[src/rtl/dmem_arb_pkg.sv]
// Shared types for the data-memory port arbiter: FSM states, requester ids, limits.
// Latency: n/a (types and constants only).
// Backpressure: n/a.
package dmem_arb_pkg;

    typedef enum logic {
        IDLE    = 1'b0,
        RD_WAIT = 1'b1
    } arb_state_t;

    // Encoding doubles as the bit index into the two-bit request/grant vectors.
    typedef enum logic {
        REQ_CORE = 1'b0,
        REQ_AUX  = 1'b1
    } req_id_t;

    localparam int MAX_RD_LAT = 7;

endpackage

[src/rtl/rr_arb2.sv]
// Two-way round-robin picker: a lone requester always wins, a tie goes to the one not served last.
// Latency: combinational grant; the fairness register updates on the edge ending an advancing cycle.
// Backpressure: caller masks req to zero when it cannot issue, so no grant is produced.
// Ports: clk/Rst, req[1:0] (bit0 core, bit1 aux), adv (issue cycle), gnt[1:0] one-hot or zero.
module rr_arb2
    import dmem_arb_pkg::*;
(
    input  logic       clk,
    input  logic       Rst,
    input  logic [1:0] req,
    input  logic       adv,
    output logic [1:0] gnt
);

    req_id_t last;

    always_comb begin
        gnt = req;
        if (req == 2'b11) begin
            gnt = (last == REQ_AUX) ? 2'b01 : 2'b10;
        end
    end

    // Reset to AUX so the core takes the very first tie.
    always_ff @(posedge clk) begin
        if (Rst) begin
            last <= REQ_AUX;
        end else if (adv && (gnt != 2'b00)) begin
            last <= gnt[1] ? REQ_AUX : REQ_CORE;
        end
    end

endmodule

[src/rtl/dmem_port_arbiter.sv]
// Shares one data-memory port between the core Memory stage and an aux master, tracking read latency.
// Latency: writes complete in the issue cycle; reads complete RD_LAT cycles after issue (data bypassed).
// Backpressure: core stalled via mem_hold; aux holds aux_req until the one-cycle aux_gnt pulse.
// Ports: core_* (core bus, stall mem_hold), aux_* (req/gnt, rvalid/rdata), mem_* (memory controller).
module dmem_port_arbiter
    import dmem_arb_pkg::*;
#(
    parameter int RD_LAT = 1,   // 1..MAX_RD_LAT
    parameter int ADDR_W = 32
) (
    input  logic              clk,
    input  logic              Rst,
    input  logic              core_rea,
    input  logic              core_wea,
    input  logic [3:0]        core_en,
    input  logic [ADDR_W-1:0] core_addr,
    input  logic [31:0]       core_din,
    output logic [31:0]       core_dout,
    output logic              mem_hold,
    input  logic              aux_req,
    input  logic              aux_we,
    input  logic [3:0]        aux_be,
    input  logic [ADDR_W-1:0] aux_addr,
    input  logic [31:0]       aux_wdata,
    output logic              aux_gnt,
    output logic              aux_rvalid,
    output logic [31:0]       aux_rdata,
    output logic [3:0]        mem_en,
    output logic              mem_wea,
    output logic              mem_rea,
    output logic [ADDR_W-1:0] mem_addr,
    output logic [31:0]       mem_din,
    input  logic [31:0]       mem_dout
);

    localparam int                 CNT_W    = $clog2(RD_LAT + 1);
    localparam logic [CNT_W-1:0]   DONE_CNT = CNT_W'(RD_LAT);

    arb_state_t        state, state_nxt;
    logic [CNT_W-1:0]  cnt;
    req_id_t           own;
    logic [3:0]        rd_en_q;
    logic [ADDR_W-1:0] rd_addr_q;
    logic [31:0]       core_dout_q;
    logic [31:0]       aux_rdata_q;

    logic       core_pend;
    logic       can_issue;
    logic [1:0] arb_req;
    logic [1:0] gnt;
    logic       core_gnt, aux_gnt_w;
    logic       rd_issue;
    logic       rd_done, core_done, aux_done;

    assign core_pend = core_rea | core_wea;
    // Reset cycles and every RD_WAIT cycle (completion included) are closed to new issues.
    assign can_issue = (state == IDLE) && !Rst;
    assign arb_req   = can_issue ? {aux_req, core_pend} : 2'b00;

    rr_arb2 u_arb (
        .clk (clk),
        .Rst (Rst),
        .req (arb_req),
        .adv (can_issue),
        .gnt (gnt)
    );

    assign core_gnt  = gnt[0];
    assign aux_gnt_w = gnt[1];
    // core_wea wins over core_rea, so a core grant without core_wea is a read.
    assign rd_issue  = (core_gnt && !core_wea) || (aux_gnt_w && !aux_we);
    assign rd_done   = (state == RD_WAIT) && (cnt == DONE_CNT) && !Rst;
    assign core_done = rd_done && (own == REQ_CORE);
    assign aux_done  = rd_done && (own == REQ_AUX);

    // State register
    always_ff @(posedge clk) begin
        if (Rst) begin
            state <= IDLE;
        end else begin
            state <= state_nxt;
        end
    end

    // Next-state logic
    always_comb begin
        state_nxt = state;
        case (state)
            IDLE:    if (rd_issue) state_nxt = RD_WAIT;
            RD_WAIT: if (cnt == DONE_CNT) state_nxt = IDLE;
            default: state_nxt = IDLE;
        endcase
    end

    // Read tracking and captured read data
    always_ff @(posedge clk) begin
        if (Rst) begin
            cnt         <= '0;
            own         <= REQ_CORE;
            rd_en_q     <= '0;
            rd_addr_q   <= '0;
            core_dout_q <= '0;
            aux_rdata_q <= '0;
        end else begin
            if (rd_issue) begin
                cnt       <= CNT_W'(1);
                own       <= core_gnt ? REQ_CORE : REQ_AUX;
                rd_en_q   <= mem_en;
                rd_addr_q <= mem_addr;
            end else if (state == RD_WAIT) begin
                cnt <= (cnt == DONE_CNT) ? '0 : cnt + CNT_W'(1);
            end
            if (core_done) core_dout_q <= mem_dout;
            if (aux_done)  aux_rdata_q <= mem_dout;
        end
    end

    // Outputs
    always_comb begin
        mem_en   = 4'b0000;
        mem_wea  = 1'b0;
        mem_rea  = 1'b0;
        mem_addr = '0;
        mem_din  = '0;
        if (core_gnt) begin
            mem_en   = core_en;
            mem_wea  = core_wea;
            mem_rea  = !core_wea;
            mem_addr = core_addr;
            mem_din  = core_din;
        end else if (aux_gnt_w) begin
            mem_en   = aux_be;
            mem_wea  = aux_we;
            mem_rea  = !aux_we;
            mem_addr = aux_addr;
            mem_din  = aux_wdata;
        end else if ((state == RD_WAIT) && !Rst) begin
            // Memory expects the read strobe and address held until data returns.
            mem_rea  = 1'b1;
            mem_en   = rd_en_q;
            mem_addr = rd_addr_q;
        end
    end

    assign aux_gnt    = aux_gnt_w;
    assign aux_rvalid = aux_done;
    assign mem_hold   = !Rst && core_pend && !((core_gnt && core_wea) || core_done);
    assign core_dout  = Rst ? 32'h0 : (core_done ? mem_dout : core_dout_q);
    assign aux_rdata  = Rst ? 32'h0 : (aux_done  ? mem_dout : aux_rdata_q);

endmodule
[config.mk]
export PLATFORM = sky130hd
export DESIGN_NAME = dmem_port_arbiter
export DESIGN_NICKNAME = d
export VERILOG_FILES = /design/src/rtl/dmem_arb_pkg.sv /design/src/rtl/rr_arb2.sv /design/src/rtl/dmem_port_arbiter.sv
export SDC_FILE = /design/constraint.sdc
export NUM_CORES = 1
export LEC_CHECK = 0
export CAP_MARGIN = 5
export CORE_UTILIZATION = 25
export CTS_CLUSTER_DIAMETER = 60
export DETAILED_ROUTE_END_ITERATION = 16
export PLACE_DENSITY = 0.63
export SLEW_MARGIN = 10
export SYNTH_ARGS = -nofsm -noshare
export SYNTH_HDL_FRONTEND = slang
export SYNTH_SLANG_ARGS = --single-unit
[constraint.sdc]
create_clock -name clk -period 2.2 [get_ports clk]
set_input_delay 0.44 -clock clk [delete_from_list [all_inputs] [get_ports clk]]
set_output_delay 0.44 -clock clk [all_outputs]
set_load 0.01 [all_outputs]
==> After elaboration in Yosys (flattened, before gate mapping) <==
Index checks and enable logic that the tools add are counted.
{ "totals": {"regBits": 104, "latch_bits": 0, "ramBits": 0, "rom_bits": 0, "inputBits": 174, "output_inout_bits": 137, "wordCells": 61, "n_memories": 0} }
{ "op_classes": {"addsub": 1, "multipliers": 0, "div_mod_pow": 0, "n_lt_le_gt_ge": 0, "n_eq_ne": 1, "shifts": 0, "muxes": 28, "n_bitwise": 3, "n_reduce_logical": 20} }
{ "op_table": {"columns": ["cell", "n"], "rows": [
  ["$mux W32", 9],
  ["$logic_and A1 B1 Y1", 12],
  ["$mux W1", 12],
  ["$mux W4", 3],
  ["$mux W2", 3],
  ["$logic_not A1 Y1", 4],
  ["$reduce_bool A2 Y1", 2],
  ["$eq A2 B2 Y1 const B", 1],
  ["$logic_or A1 B1 Y1", 2],
  ["$not A1 Y1", 2],
  ["$pmux W1 S2", 1],
  ["$add A1 B1 Y1 const B", 1],
  ["$or A1 B1 Y1", 1]
]} }

==> Depth between registers and ports, before layout <==
{ "depth": {"depth_word": 9, "mapped_depth": 7} }

==> Modules after synthesis <==
From an unflattened synthesis, not the netlist that was laid out.
{ "hier_totals": {"cells_unflattened": 556, "hier_area_um2": 4669.5} }
{ "by_module_without_submodules": {"columns": ["module", "instances", "cells_per_inst", "area_each_um2"], "rows": [
  ["dmem_port_arbiter", 1, 549, 4608.2],
  ["rr_arb2", 1, 7, 61.3]
]} }

==> Least setup slack after synthesis <==
OpenSTA, ideal clock, no wires.
{ "synth_path": {"kind": "input -> output", "from": "input port aux_req", "to": "output port mem_hold", "arrival_time_ns": 1.729, "required_ns": 1.760, "slack_ns": 0.031, "cell_stages": 4, "path_cell_list": "nor2b_1 > nor3_4 > buf_2 > a2111oi_0"} }
{ "synth_via": {"elab_chain_cells": 7} }
{ "synth_rtl": {"columns": ["element", "line_no", "text"], "rows": [
  ["start: declaration", "dmem_port_arbiter.sv:20", "input logic aux_req,"],
  ["$mux W2", "dmem_port_arbiter.sv:58", "assign arb_req = can_issue ? {aux_req, core_pend} : 2'b00;"],
  ["$eq A2 B2 Y1", "rr_arb2.sv:19", "if (req == 2'b11) begin"],
  ["$mux W2", "rr_arb2.sv:19", null],
  ["$logic_and A1 B1 Y1", "dmem_port_arbiter.sv:147", "assign mem_hold = !Rst && core_pend && !((core_gnt && core_wea) || core_done);"],
  ["$logic_or A1 B1 Y1", "dmem_port_arbiter.sv:147", null],
  ["$logic_not A1 Y1", "dmem_port_arbiter.sv:147", null],
  ["$logic_and A1 B1 Y1", "dmem_port_arbiter.sv:147", null],
  ["end: declaration", "dmem_port_arbiter.sv:19", "output logic mem_hold,"]
]} }
Every way passes these cells.

==> Worst setup path after layout <==
{ "layout_path": {"from": "register u_arb.last", "to": "output port mem_addr[17]"} }
{ "layout_via": {"elab_chain_cells": 4} }
{ "layout_rtl": {"columns": ["element", "line_no", "text"], "rows": [
  ["start: declaration", "rr_arb2.sv:15", "req_id_t last;"],
  ["start signal: assignment", "rr_arb2.sv:29", "last <= gnt[1] ? REQ_AUX : REQ_CORE;"],
  ["$mux W2 (*)", "rr_arb2.sv:20", "gnt = (last == REQ_AUX) ? 2'b01 : 2'b10;"],
  ["$mux W2 (*)", "rr_arb2.sv:19", null],
  ["$mux W32", "dmem_port_arbiter.sv:131", "end else if (aux_gnt_w) begin"],
  ["$mux W32 (*)", "dmem_port_arbiter.sv:125", "if (core_gnt) begin"],
  ["end: declaration", "dmem_port_arbiter.sv:31", "output logic [ADDR_W-1:0] mem_addr,"]
]} }
Mark *: on every way between the ends. The rest lies on a longest branch, timed or not.

==> metrics.txt <==
Max-slew headroom=between 30% and 40%; Die Width=roughly 140 um; DRT Pass-1 Iters=8; synthesis-to-finish area growth=129%; Worst R2R Path Depth=12; Fmax=405 MHz; placed instance area=8700 um2; Clock transition at path regs=approximately 80 ps; total of max-cap violations=0; layout cells sized above 1=55.7%; Setup Viol. Count Final=134; max-slew violations=0; antenna-violating nets left=0; arrival time worst endpoint=2030 ps; result of the run=finished with violations; Final Util=58.8%; Synth Register Bits=104; # H-tree levels=3; Post-route DRC=0; # IOs=slightly above 300; Initial Util=25.6%; cells after synthesis=556; hold_buf cts=0; Filler cells=1605; CTS tree=yes; routed wire length=24700 um; Cell Area, Synth=just under 5000 um2; post-synth cell types=30; Core Area=18800 um2; clk buf depth=2; Max FO, Critical Path=5; Final Hold Viols=0; Remaining Overflow, GRT=0; Clock Tree Root=clkbuf_16; Hold Crit Start=aux_rdata_q[10]; clock sinks=104; PwrDens=roughly 660 nW/um2; Post-Place Cells=1149; gpl congestion=between 0.7 and 0.8; dominant cell type by area after synthesis=dfxtp_1; drt via density=4.84; total power=7.28 mW; Die Ht=about 140 um; die area=~20000 um2; post-route insts no fill=1327; Hold Path Class=reg2reg; Peak VDD IR=between 300 and 400 uV; Design Area, Final=11100 um2; Reg2Reg Setup Slack=-20 ps; worst hold slack=450 ps; slew at the pin closest to its max-slew limit=1010 ps; Synth Warn #=0; Final period util=112%; WHS Path Cells=2; Crit Path Category=reg2out; main area contributors after synthesis=dfxtp_1 43%, nand2_1 10%, a211oi_2 8.6%; row count=50; first-pass GRT wire length=35500 um; syn avg cell area=8.68 um2; Crit Reg-Reg Endpoint=rd_en_q[2]; DR iter-0 viols=307; TritonCTS Buffers=9; sequential fraction of the synthesis area=43.1%; antenna violations before repair=2; fin crit period=about 2500 ps; Hold Path Sink=aux_rdata_q[10]; routed vias=6420; Total GRT Usage=between 20% and 30%; setup ws final=-266 ps; Post-Route Skew=7.31 ps; R2R Path Start=u_arb.last; Req. time, crit path=1760 ps; port bufs=310; nature of the critical path endpoint=output port; failing checks=setup timing; largest net degree at the start of global routing=between 50 and 60; Detailed Place HPWL=14300 um; wire per inst=18.6 um; crit path launch type=register; Layout Nets=1234; share of the synthesized area in the top cell type=around 43%; RSZ-0062 raised after global routing=yes; synthesized net count=730; clock latency on the worst-skew pair=360 ps; vias in the first global route=6424; leak pwr=approximately 5.1 nW
==> what timing repair did <==
item / in CTS / in global routing
endpoints found under the setup margin: 173 / 173
pin swaps: 61 / 171
cloned: 14 / 7
buffers inserted: 162 / 40
hold endpoints to repair: 0 / 0
gates resized for setup: 671 / 229
==> Yosys cell counts, drive strengths merged <==
cell and count:
nand2 128, dfxtp 104, a21oi 65, nor3 40, buf 39, inv 38
a211oi 36, a222oi 36, a22o 33, clkbuf 17, nor2 3, nor2b 3
nand3 2, nor4 2, o21bai 2, a2111oi 1, a211o 1, a221oi 1
and3 1, nand2b 1, o21a 1, or2 1, xor2 1
==> power by group <==
| part | internal [mW] | switching [mW] | total (mW) |
|---|---|---|---|
| Clock | 0.805 | 0.823 | 1.63 |
| Combinational | 2.01 | 1.49 | 3.50 |
| Sequential | 2.05 | 0.104 | 2.15 |
| Total | 4.86 | 2.42 | 7.28 |
==> cell type report <==
type                       count  area, um2  area share (%)
clock buffer                   9        225            2.04
tap                          260        325            2.94
inverter                      38        150            1.36
multi-input combinational    358       3170            28.7
sequential                   104       2080            18.8
antenna                        2       5.00          0.0452
clock inverter                 7       68.8           0.622
timing repair buffer         549       5030            45.5
==> cells by family after synthesis <==
kind of cell / share of synthesized area (%)
AND/OR/NAND/NOR: 16.7
AO/OA/AOI/OAI: 30.6
flip-flops: 43.1
buffers and inverters: 9.43
XOR/XNOR: 0.181
==> stage by stage <==
step / setup TNS, ps / setup slack [ps]
after floorplan: 0 / 30.5
after global placement: -95170 / -841
after detailed placement: -100330 / -947
after CTS: -18140 / -269
after global routing: -30210 / -354
final: -18410 / -266
==> metal layers <==
layer	global-route usage, %	routed length, um	up-vias
met3	5.30	1620	43
met5	0	0	-
met1	26.1	9440	3093
met2	40.2	12700	247
met4	13.2	914	0
li1	-	-	3037
==> layout by cell type, fill, tap and decap left out, types with 3 or more instances in the layout <==
master             n
clkdlybuf4s50_1  169
clkbuf_16         14
a211oi_2          34
buf_6             56
dfxtp_1          102
nand2_1           48
buf_2            120
buf_8              8
nand2_4           59
buf_4            159
a22o_1            33
a21oi_2           57
nand2_2           21
a21oi_4            8
a222oi_1          36
inv_1             36
nor3_1            37
inv_8              5
buf_16             9
nor2_1             3
buf_12            18
==> worst max-delay path: stages (launching register included) <==
cell	delay [ps]
dfxtp_2	340
buf_6	110
nor2b_4	130
nor3_4	60
buf_6	130
buf_6	120
buf_8	130
a222oi_1	390
inv_1	100
buf_2	160
==> registers in the layout, indices dropped and copies added, names as in the netlist <==
register and count:
aux_rdata_q 32, core_dout_q 32, rd_addr_q 32, rd_en_q 4, cnt 1, own 1
state 1, u_arb.last 1
==> worst max path at each step <==
stage,startpoint,end,slack [ps],cells past startpoint
4_1_cts,u_arb.last,mem_addr[30],-270,9
5_1_grt,u_arb.last,mem_addr[8],-350,9
2_1_floorplan,aux_req,mem_hold,30,4
3_3_place_gp,core_rea,mem_hold,-840,7
3_5_place_dp,core_rea,mem_hold,-950,7
6_report,u_arb.last,mem_addr[17],-270,9
Power figures use the tool's default switching activity.
